<file path="config.mk">
export PLATFORM = sky130hd
export DESIGN_NAME = sonic_distance_filter_flat
export DESIGN_NICKNAME = d
export VERILOG_FILES = /design/src/rtl/sonic_distance_filter_if.sv /design/src/rtl/sonic_distance_filter.sv /design/src/flat_wrapper.sv
export SDC_FILE = /design/constraint.sdc
export NUM_CORES = 1
export LEC_CHECK = 0
export CAP_MARGIN = 15
export CELL_PAD_IN_SITES_DETAIL_PLACEMENT = 1
export CELL_PAD_IN_SITES_GLOBAL_PLACEMENT = 2
export CORE_UTILIZATION = 39
export DETAILED_ROUTE_END_ITERATION = 10
export GPL_TIMING_DRIVEN = 0
export PLACE_DENSITY = 0.8
export SYNTH_ARGS = -nofsm -noshare
export SYNTH_HDL_FRONTEND = slang
export SYNTH_SLANG_ARGS = --single-unit
</file>
<file path="constraint.sdc">
create_clock -name clk -period 5.9 [get_ports clk]
set_input_delay 0.885 -clock clk [delete_from_list [all_inputs] [get_ports clk]]
set_output_delay 0.885 -clock clk [all_outputs]
set_load 0.01 [all_outputs]
</file>
<file path="src/rtl/sonic_distance_filter_if.sv">
// Measurement-in / filtered-distance-out bundle for sonic_distance_filter.
interface sonic_distance_filter_if;
  logic [19:0] dist_in;
  logic        dist_tick;
  logic [19:0] dist_avg;
  logic        avg_valid;
  logic [1:0]  zone;
  logic        obstacle;
  logic        zone_change;
  logic        primed;

  modport master (
    output dist_in, dist_tick,
    input  dist_avg, avg_valid, zone, obstacle, zone_change, primed
  );

  modport slave (
    input  dist_in, dist_tick,
    output dist_avg, avg_valid, zone, obstacle, zone_change, primed
  );
endinterface

</file>
<file path="src/rtl/sonic_distance_filter.sv">
// Ultrasonic distance filter: drop/clamp, moving average, zone classification with hysteresis.
// Define MEDIAN3_EN to insert a 3-tap median stage after the clamp (+1 cycle latency).
module sonic_distance_filter #(
  parameter int unsigned LOG_DEPTH = 2,
  parameter int unsigned MAX_CM    = 400,
  parameter int unsigned NEAR_CM   = 15,
  parameter int unsigned FAR_CM    = 40,
  parameter int unsigned HYST_CM   = 5,
  parameter int unsigned CONFIRM   = 2
) (
  input logic                     clk,
  input logic                     rst,
  sonic_distance_filter_if.slave  bus
);
  localparam int unsigned DEPTH = 1 << LOG_DEPTH;
  localparam int unsigned SW    = 20 + LOG_DEPTH;

  typedef enum logic [1:0] {
    ZONE_CLEAR = 2'd0,
    ZONE_WARN  = 2'd1,
    ZONE_STOP  = 2'd2
  } zone_e;

  // Stage 0: drop no-echo samples and clamp
  logic        s0_valid_d, s0_valid_q;
  logic [19:0] s0_sample_d, s0_sample_q;

  always_comb begin
    s0_valid_d  = bus.dist_tick && (bus.dist_in != '0);
    s0_sample_d = s0_sample_q;
    if (s0_valid_d)
      s0_sample_d = (bus.dist_in > 20'(MAX_CM)) ? 20'(MAX_CM) : bus.dist_in;
  end

  always_ff @(posedge clk or posedge rst) begin
    if (rst) begin
      s0_valid_q  <= 1'b0;
      s0_sample_q <= '0;
    end else begin
      s0_valid_q  <= s0_valid_d;
      s0_sample_q <= s0_sample_d;
    end
  end

  logic        s1_in_valid;
  logic [19:0] s1_in_sample;

`ifdef MEDIAN3_EN
  logic [19:0] tap0_d, tap0_q, tap1_d, tap1_q, m_sample_d, m_sample_q;
  logic        seeded_d, seeded_q, m_valid_d, m_valid_q;

  function automatic logic [19:0] med3(input logic [19:0] a, input logic [19:0] b,
                                       input logic [19:0] c);
    logic [19:0] lo, hi, mid;
    lo  = (a < b) ? a : b;
    hi  = (a < b) ? b : a;
    mid = (hi < c) ? hi : c;
    return (lo > mid) ? lo : mid;
  endfunction

  // First sample after reset seeds every tap so the median starts at that value
  always_comb begin
    tap0_d     = tap0_q;
    tap1_d     = tap1_q;
    seeded_d   = seeded_q;
    m_sample_d = m_sample_q;
    m_valid_d  = s0_valid_q;
    if (s0_valid_q) begin
      seeded_d = 1'b1;
      tap0_d   = s0_sample_q;
      if (!seeded_q) begin
        tap1_d     = s0_sample_q;
        m_sample_d = s0_sample_q;
      end else begin
        tap1_d     = tap0_q;
        m_sample_d = med3(s0_sample_q, tap0_q, tap1_q);
      end
    end
  end

  always_ff @(posedge clk or posedge rst) begin
    if (rst) begin
      tap0_q     <= '0;
      tap1_q     <= '0;
      seeded_q   <= 1'b0;
      m_sample_q <= '0;
      m_valid_q  <= 1'b0;
    end else begin
      tap0_q     <= tap0_d;
      tap1_q     <= tap1_d;
      seeded_q   <= seeded_d;
      m_sample_q <= m_sample_d;
      m_valid_q  <= m_valid_d;
    end
  end

  assign s1_in_valid  = m_valid_q;
  assign s1_in_sample = m_sample_q;
`else
  assign s1_in_valid  = s0_valid_q;
  assign s1_in_sample = s0_sample_q;
`endif

  // Stage 1: ring buffer and running sum
  logic [DEPTH-1:0][19:0] ring_d, ring_q;
  logic [SW-1:0]          sum_d, sum_q;
  logic [LOG_DEPTH-1:0]   wr_ptr_d, wr_ptr_q;
  logic [LOG_DEPTH:0]     fill_d, fill_q;
  logic                   primed_d, primed_q, s1_valid_d, s1_valid_q;

  always_comb begin
    ring_d     = ring_q;
    sum_d      = sum_q;
    wr_ptr_d   = wr_ptr_q;
    fill_d     = fill_q;
    primed_d   = primed_q;
    s1_valid_d = s1_in_valid;
    if (s1_in_valid) begin
      sum_d            = sum_q + SW'(s1_in_sample) - SW'(ring_q[wr_ptr_q]);
      ring_d[wr_ptr_q] = s1_in_sample;
      wr_ptr_d         = wr_ptr_q + LOG_DEPTH'(1);
      if (fill_q != (LOG_DEPTH+1)'(DEPTH))
        fill_d = fill_q + (LOG_DEPTH+1)'(1);
      primed_d = (fill_d == (LOG_DEPTH+1)'(DEPTH));
    end
  end

  // Stage 2: average
  logic [19:0] dist_avg_d, dist_avg_q;
  logic        avg_valid_d, avg_valid_q;

  always_comb begin
    avg_valid_d = s1_valid_q && primed_q;
    dist_avg_d  = dist_avg_q;
    if (avg_valid_d)
      dist_avg_d = 20'(sum_q >> LOG_DEPTH);
  end

  always_ff @(posedge clk or posedge rst) begin
    if (rst) begin
      ring_q      <= '0;
      sum_q       <= '0;
      wr_ptr_q    <= '0;
      fill_q      <= '0;
      primed_q    <= 1'b0;
      s1_valid_q  <= 1'b0;
      dist_avg_q  <= '0;
      avg_valid_q <= 1'b0;
    end else begin
      ring_q      <= ring_d;
      sum_q       <= sum_d;
      wr_ptr_q    <= wr_ptr_d;
      fill_q      <= fill_d;
      primed_q    <= primed_d;
      s1_valid_q  <= s1_valid_d;
      dist_avg_q  <= dist_avg_d;
      avg_valid_q <= avg_valid_d;
    end
  end

  // Stage 3: zone confirm FSM
  zone_e       zone_d, zone_q, cand_d, cand_q, target;
  logic [3:0]  cnt_d, cnt_q;
  logic        zone_change_d, zone_change_q, obstacle_d, obstacle_q;

  always_comb begin
    target = ZONE_CLEAR;
    case (zone_q)
      ZONE_CLEAR: begin
        if (dist_avg_q < 20'(NEAR_CM))     target = ZONE_STOP;
        else if (dist_avg_q < 20'(FAR_CM)) target = ZONE_WARN;
        else                               target = ZONE_CLEAR;
      end
      ZONE_WARN: begin
        if (dist_avg_q < 20'(NEAR_CM))                target = ZONE_STOP;
        else if (dist_avg_q >= 20'(FAR_CM + HYST_CM)) target = ZONE_CLEAR;
        else                                          target = ZONE_WARN;
      end
      ZONE_STOP: begin
        if (dist_avg_q >= 20'(FAR_CM + HYST_CM))       target = ZONE_CLEAR;
        else if (dist_avg_q >= 20'(NEAR_CM + HYST_CM)) target = ZONE_WARN;
        else                                           target = ZONE_STOP;
      end
      default: target = ZONE_CLEAR;
    endcase

    zone_d = zone_q;
    cand_d = cand_q;
    cnt_d  = cnt_q;
    if (avg_valid_q) begin
      if (target == zone_q) begin
        cnt_d = '0;
      end else begin
        if (target == cand_q) begin
          cnt_d = cnt_q + 4'd1;
        end else begin
          cand_d = target;
          cnt_d  = 4'd1;
        end
        if (cnt_d == 4'(CONFIRM)) begin
          zone_d = cand_d;
          cnt_d  = '0;
        end
      end
    end
  end

  // A commit always moves to a different zone, so a zone difference marks the change
  always_comb begin
    zone_change_d = (zone_d != zone_q);
    obstacle_d    = obstacle_q;
    if (zone_change_d)
      obstacle_d = (zone_d == ZONE_STOP);
  end

  always_ff @(posedge clk or posedge rst) begin
    if (rst) begin
      zone_q        <= ZONE_CLEAR;
      cand_q        <= ZONE_CLEAR;
      cnt_q         <= '0;
      zone_change_q <= 1'b0;
      obstacle_q    <= 1'b0;
    end else begin
      zone_q        <= zone_d;
      cand_q        <= cand_d;
      cnt_q         <= cnt_d;
      zone_change_q <= zone_change_d;
      obstacle_q    <= obstacle_d;
    end
  end

  assign bus.dist_avg    = dist_avg_q;
  assign bus.avg_valid   = avg_valid_q;
  assign bus.zone        = zone_q;
  assign bus.obstacle    = obstacle_q;
  assign bus.zone_change = zone_change_q;
  assign bus.primed      = primed_q;
endmodule
</file>
<file path="src/flat_wrapper.sv">
// flat-port wrapper written by rule: the top's interface ports become plain ports
module sonic_distance_filter_flat 
#(
  parameter int unsigned LOG_DEPTH = 2,
  parameter int unsigned MAX_CM    = 400,
  parameter int unsigned NEAR_CM   = 15,
  parameter int unsigned FAR_CM    = 40,
  parameter int unsigned HYST_CM   = 5,
  parameter int unsigned CONFIRM   = 2
)
  (clk, rst, bus_dist_in, bus_dist_tick, bus_dist_avg, bus_avg_valid, bus_zone, bus_obstacle, bus_zone_change, bus_primed);
  sonic_distance_filter_if bus_i ();
  input logic clk;
  input logic rst;
  input wire logic [$bits(bus_i.dist_in)-1:0] bus_dist_in;
  input wire logic [$bits(bus_i.dist_tick)-1:0] bus_dist_tick;
  output wire logic [$bits(bus_i.dist_avg)-1:0] bus_dist_avg;
  output wire logic [$bits(bus_i.avg_valid)-1:0] bus_avg_valid;
  output wire logic [$bits(bus_i.zone)-1:0] bus_zone;
  output wire logic [$bits(bus_i.obstacle)-1:0] bus_obstacle;
  output wire logic [$bits(bus_i.zone_change)-1:0] bus_zone_change;
  output wire logic [$bits(bus_i.primed)-1:0] bus_primed;
  assign bus_i.dist_in = bus_dist_in;
  assign bus_i.dist_tick = bus_dist_tick;
  assign bus_dist_avg = bus_i.dist_avg;
  assign bus_avg_valid = bus_i.avg_valid;
  assign bus_zone = bus_i.zone;
  assign bus_obstacle = bus_i.obstacle;
  assign bus_zone_change = bus_i.zone_change;
  assign bus_primed = bus_i.primed;
  sonic_distance_filter #(.LOG_DEPTH(LOG_DEPTH), .MAX_CM(MAX_CM), .NEAR_CM(NEAR_CM), .FAR_CM(FAR_CM), .HYST_CM(HYST_CM), .CONFIRM(CONFIRM)) u_core (.clk(clk), .rst(rst), .bus(bus_i));
endmodule
</file>
==> summary.md <==
The run finished with clean final reports. The slew of the pin with the lowest slew margin is 0.8982 ns, and the count of cells along the worst register-to-register path is 13. Across the whole layout, storage elements account for 4029 um^2. Sorting the synthesized cells by area gives the leading types as sky130_fd_sc_hd__dfrtp_1, sky130_fd_sc_hd__o21ai_0, sky130_fd_sc_hd__nand2_1. The mean area per synthesized cell is 10.07 um^2. The synthesized-area fraction occupied by xor and xnor cells is 2.216%. At the end of routability-driven placement, the weighted congestion stood at 0.8700. The portion of netlist area occupied by mux cells was 7.285%. The tools report the via count of the first global-routing pass as 6674. Entering global routing, the biggest net connects 104 pins. In this run the remaining antenna-violating nets after routing total 0.

The cell area that synthesis handed to floorplanning was 8244 um^2. Summing all multi-input logic gate instances after layout gives 3704 um^2. The cell depth of the worst hold path was 0; the effective utilization at floorplan was 40.23%. The worst setup path is of the reg2reg kind.

The kind of launch point of the worst setup path was a flop. In the post-route analysis, the smallest setup slack over all paths is 0.8804 ns. Time the worst path needs with I/O delays and setup: 5.020 ns. In the routed layout, each cell is associated on average with a via count of 5.235. Share of the synthesized area in the top cell type: 48.87%. The total placed instance area is 9097 um^2, and the layout filler cell count is 2297.

The data arrival time of the worst path is 5.38 ns. The tools report the hold path endpoint as u_core.s1_valid_q$_DFF_PP0_. The antenna cell count is 0, and the source-to-sink clock delay at the later pin of the worst-skew pair is 0.44 ns.

The number of storage elements in the synthesis netlist was 161. The worst hold path begins at u_core.s0_valid_q$_DFF_PP0_. Global routing used 21.05% of the available tracks across all layers.

Synthesis handed over a netlist of 819 instances. The number of buffers and inverters on the critical path is 2. Of the cells placed in the final design, the portion with a size suffix greater than 1 is 8.333%. The total number of placement rows is 52, and the share of synthesized cell area in full adder, half adder and majority cells is 9.258%. The number of port buffers was 48; the clock-pin slew on the worst setup and hold paths was 0.07 ns. In this run the tightest slew margin relative to its limit is 40.12%.

The number of hold-slack violations in the final timing report came out at 0. Global routing finished with a remaining overflow of 0. From synthesis to final layout, the design area changed by 18.11%. Dividing the detail-routed wire length by the instance count gives 17.95 um. Post-CTS resize count: 0. Tracing the worst setup path back leads to its startpoint at u_core.wr_ptr_q[0]$_DFFE_PP0P_. Along the worst path, the maximum fanout reaches 10.

For the detailed-routing iteration count for the pre-antenna-repair pass, the log shows 4. The power density over the cells works out to 546.9 nW/um^2. The signal on the critical path passes through buf_1, mux4_2, fa_1, inv_1, ha_1, o21ai_0, a21oi_1, a221oi_1, o31ai_1, a21oi_1, a31oi_1, mux2i_1, xor2_1. Hold is met by 0.3913 ns. The setup check on the worst reg-to-reg path leaves a slack of 0.88 ns.

The number of buffers inserted by post-CTS setup repair was 0. The tools report the worst reg2reg path startpoint as u_core.wr_ptr_q[0]$_DFFE_PP0P_. The floorplan step defined a die boundary enclosing 21720 um^2. For the number of library cell types mapped by synthesis, the log shows 58. The compound-cell area share of the yosys netlist works out to 14.10%. Of the synthesized area, sequential elements account for 48.87%.

The tools report the CTS root buffer as sky130_fd_sc_hd__clkbuf_16. On the critical path the largest part of the delay comes from compound AO/OA/AOI/OAI gates. In this run the critical register-to-register path is captured at u_core.sum_q[21]$_DFFE_PP0P_. STA classifies the critical path endpoint as a flop.

Setup repair after global routing left no endpoint under its margin. The run gives 0.009485 ns as the worst clock skew on the final layout. Dominant cell type by count on the critical path: sky130_fd_sc_hd__a21oi_1.

The critical path required time was 6.26 ns; the share of synthesized flip-flops with an asynchronous set or reset was 100.0%. The number of buffers inserted during clock tree synthesis is 17, and the vertical die dimension is 147.4 um. The number of pins with negative max-slew slack in the final report is 0. sky130_fd_sc_hd__dfrtp_1 takes more of the synthesized area than any other cell. Delay contributed by the slowest stage of the critical path: 0.72 ns.

For the maximum operating frequency, the log shows 199.2 MHz. The number of enable flip-flop cells after synthesis works out to 0. The worst path uses 85.08% of the clock period. Summing the areas of all and, or, nand and nor instances in the mapped netlist gives 12.07% of the synthesized area.

The post-detailed-placement half-perimeter wirelength came out at 15310 um. Among all flip-flop cells after synthesis, the most frequent one is sky130_fd_sc_hd__dfrtp_1. TritonCTS built the clock tree. Standby leakage power: 4.410 nW. The logs give 20490 um^2 for the core footprint and 891 for the total nets after synthesis. After the last flow step, the layout net total stands at 959. The maximum clock insertion buffer count was 2.

Among all stages on the critical path, the largest delay is contributed by sky130_fd_sc_hd__buf_1. For the I/O pin count, the log shows 49. The run gives 0 as the number of antenna violations at the first check in global routing.

Main combinational cell family by area after synthesis: compound AO/OA/AOI/OAI gates. For this design, the CTS-stage hold fixing added 0 buffers. Once layout is done, the placed cells without fillers occupy 9737 um^2. For the number of max-capacitance violations reported, the log shows 0.

For the final routed database, the setup TNS stands at 0 ns. The H-tree was split into 4 levels. The chip width came out at 147.4 um.

The first global-routing pass estimated 35280 um of wire. Yosys printed 0 warnings. IR analysis of the VDD net gives a maximum drop of 0.0002225 V. After detailed routing, the number of remaining DRC violations is 0. For this design, the sink count on the clock tree is 161. For the number of setup violations in the final report, the log shows 0. In this run the worst hold path is classified as reg2reg. The tools report the vias after detailed routing as 6125. Wires add up to 21000 um. At the placement stage, the worst setup path has a slack of 0.9263 ns. The run gives 214 as the DRC violation total after the first TritonRoute iteration.
==> metrics by stage <==
stage	total power [mW]	cells	util [%]
floorplan	3.406	819	-
global placement	4.005	1137	44.22
detailed placement	4.132	1138	44.39
CTS	5.371	1170	47.51
global route	5.749	1170	47.51
finish	5.325	1170	47.51
==> cells in the final DEF, fill, tap and decap left out, types with 4 or more instances in the layout <==
cell	count
sky130_fd_sc_hd__dfrtp_1	161
sky130_fd_sc_hd__nand2_1	141
sky130_fd_sc_hd__o21ai_0	130
sky130_fd_sc_hd__inv_1	102
sky130_fd_sc_hd__clkdlybuf4s50_1	48
sky130_fd_sc_hd__nor2_1	35
sky130_fd_sc_hd__clkbuf_1	29
sky130_fd_sc_hd__ha_1	29
sky130_fd_sc_hd__a21oi_1	25
sky130_fd_sc_hd__mux4_2	20
sky130_fd_sc_hd__fa_1	20
sky130_fd_sc_hd__clkbuf_16	17
sky130_fd_sc_hd__xnor2_1	15
sky130_fd_sc_hd__mux2_2	8
sky130_fd_sc_hd__nor3_1	8
sky130_fd_sc_hd__a21o_1	6
sky130_fd_sc_hd__mux2i_1	6
sky130_fd_sc_hd__nand3_1	6
sky130_fd_sc_hd__inv_8	6
sky130_fd_sc_hd__nor2b_1	5
sky130_fd_sc_hd__o21a_1	5
sky130_fd_sc_hd__o211ai_1	5
sky130_fd_sc_hd__and3_1	5
sky130_fd_sc_hd__a211oi_1	4
sky130_fd_sc_hd__xor2_1	4
sky130_fd_sc_hd__nor4_1	4
sky130_fd_sc_hd__inv_6	4
==> power breakdown <==
part / internal, mW / switching, mW / leakage [nW]
Sequential: 1.34 / 0.182 / 2.11
Clock: 0.690 / 0.514 / 0.311
Combinational: 1.11 / 1.49 / 1.99
==> registers in the layout, summed over array words and instances, names as in the netlist, 3 cells and up <==
register / count
u_core.ring_q: 80
u_core.sum_q: 22
u_core.bus.dist_avg: 20
u_core.s0_sample_q: 20
u_core.cnt_q: 4
u_core.fill_q: 3
==> synthesized netlist by cell type (2+ instances only) <==
cell type / count
sky130_fd_sc_hd__dfrtp_1: 161
sky130_fd_sc_hd__nand2_1: 141
sky130_fd_sc_hd__o21ai_0: 130
sky130_fd_sc_hd__inv_1: 103
sky130_fd_sc_hd__nor2_1: 35
sky130_fd_sc_hd__clkbuf_1: 29
sky130_fd_sc_hd__ha_1: 29
sky130_fd_sc_hd__a21oi_1: 25
sky130_fd_sc_hd__fa_1: 20
sky130_fd_sc_hd__mux4_2: 20
sky130_fd_sc_hd__xnor2_1: 15
sky130_fd_sc_hd__mux2_2: 8
sky130_fd_sc_hd__nor3_1: 8
sky130_fd_sc_hd__a21o_1: 6
sky130_fd_sc_hd__mux2i_1: 6
sky130_fd_sc_hd__nand3_1: 6
sky130_fd_sc_hd__and3_1: 5
sky130_fd_sc_hd__nor2b_1: 5
sky130_fd_sc_hd__o211ai_1: 5
sky130_fd_sc_hd__o21a_1: 5
sky130_fd_sc_hd__a211oi_1: 4
sky130_fd_sc_hd__nor4_1: 4
sky130_fd_sc_hd__xor2_1: 4
sky130_fd_sc_hd__a31oi_1: 3
sky130_fd_sc_hd__buf_1: 3
sky130_fd_sc_hd__nand2b_1: 3
sky130_fd_sc_hd__nor4_4: 3
sky130_fd_sc_hd__nand4_1: 2
sky130_fd_sc_hd__o31ai_1: 2
==> cells by family after synthesis <==
kind of cell | after synthesis
XOR/XNOR | 20
multiplexers | 34
buffers and inverters | 136
flip-flops | 161
AND/OR/NAND/NOR | 219
adder cells (fa/ha/maj) | 49
AO/OA/AOI/OAI | 200
==> how the worst max path moves through the flow <==
stage                                endpoint  slack [ns]  depth (start not counted)
3_5_place_dp     u_core.sum_q[20]$_DFFE_PP0P_        0.93                         13
5_1_grt          u_core.sum_q[21]$_DFFE_PP0P_        0.49                         13
4_1_cts          u_core.sum_q[21]$_DFFE_PP0P_        0.92                         13
2_1_floorplan  u_core.bus.avg_valid$_DFF_PP0_        0.67                          1
6_report         u_core.sum_q[21]$_DFFE_PP0P_        0.88                         13
3_3_place_gp    u_core.ring_q[57]$_DFFE_PP0P_       -1.44                          2
==> per-layer routing <==
layer	GRT usage (%)	up-vias	part of all wire [%]
met1	27.55	3086	46
li1	-	2907	-
met4	6.495	0	1.6
met2	36.23	104	50
met3	2.932	28	2.5
met5	0	-	0
==> final cells by class <==
| class | instances | area share, % |
|---|---|---|
| Inverter | 103 | 4.048 |
| Timing Repair Buffer | 49 | 5.217 |
| Sequential cell | 161 | 41.38 |
| Tap cell | 270 | 3.470 |
| Clock inverter | 15 | 2.197 |
| Multi-Input combinational cell | 522 | 38.04 |
| Buffer | 33 | 1.285 |
| Clock buffer | 17 | 4.369 |
Power figures use the tool's default switching activity.
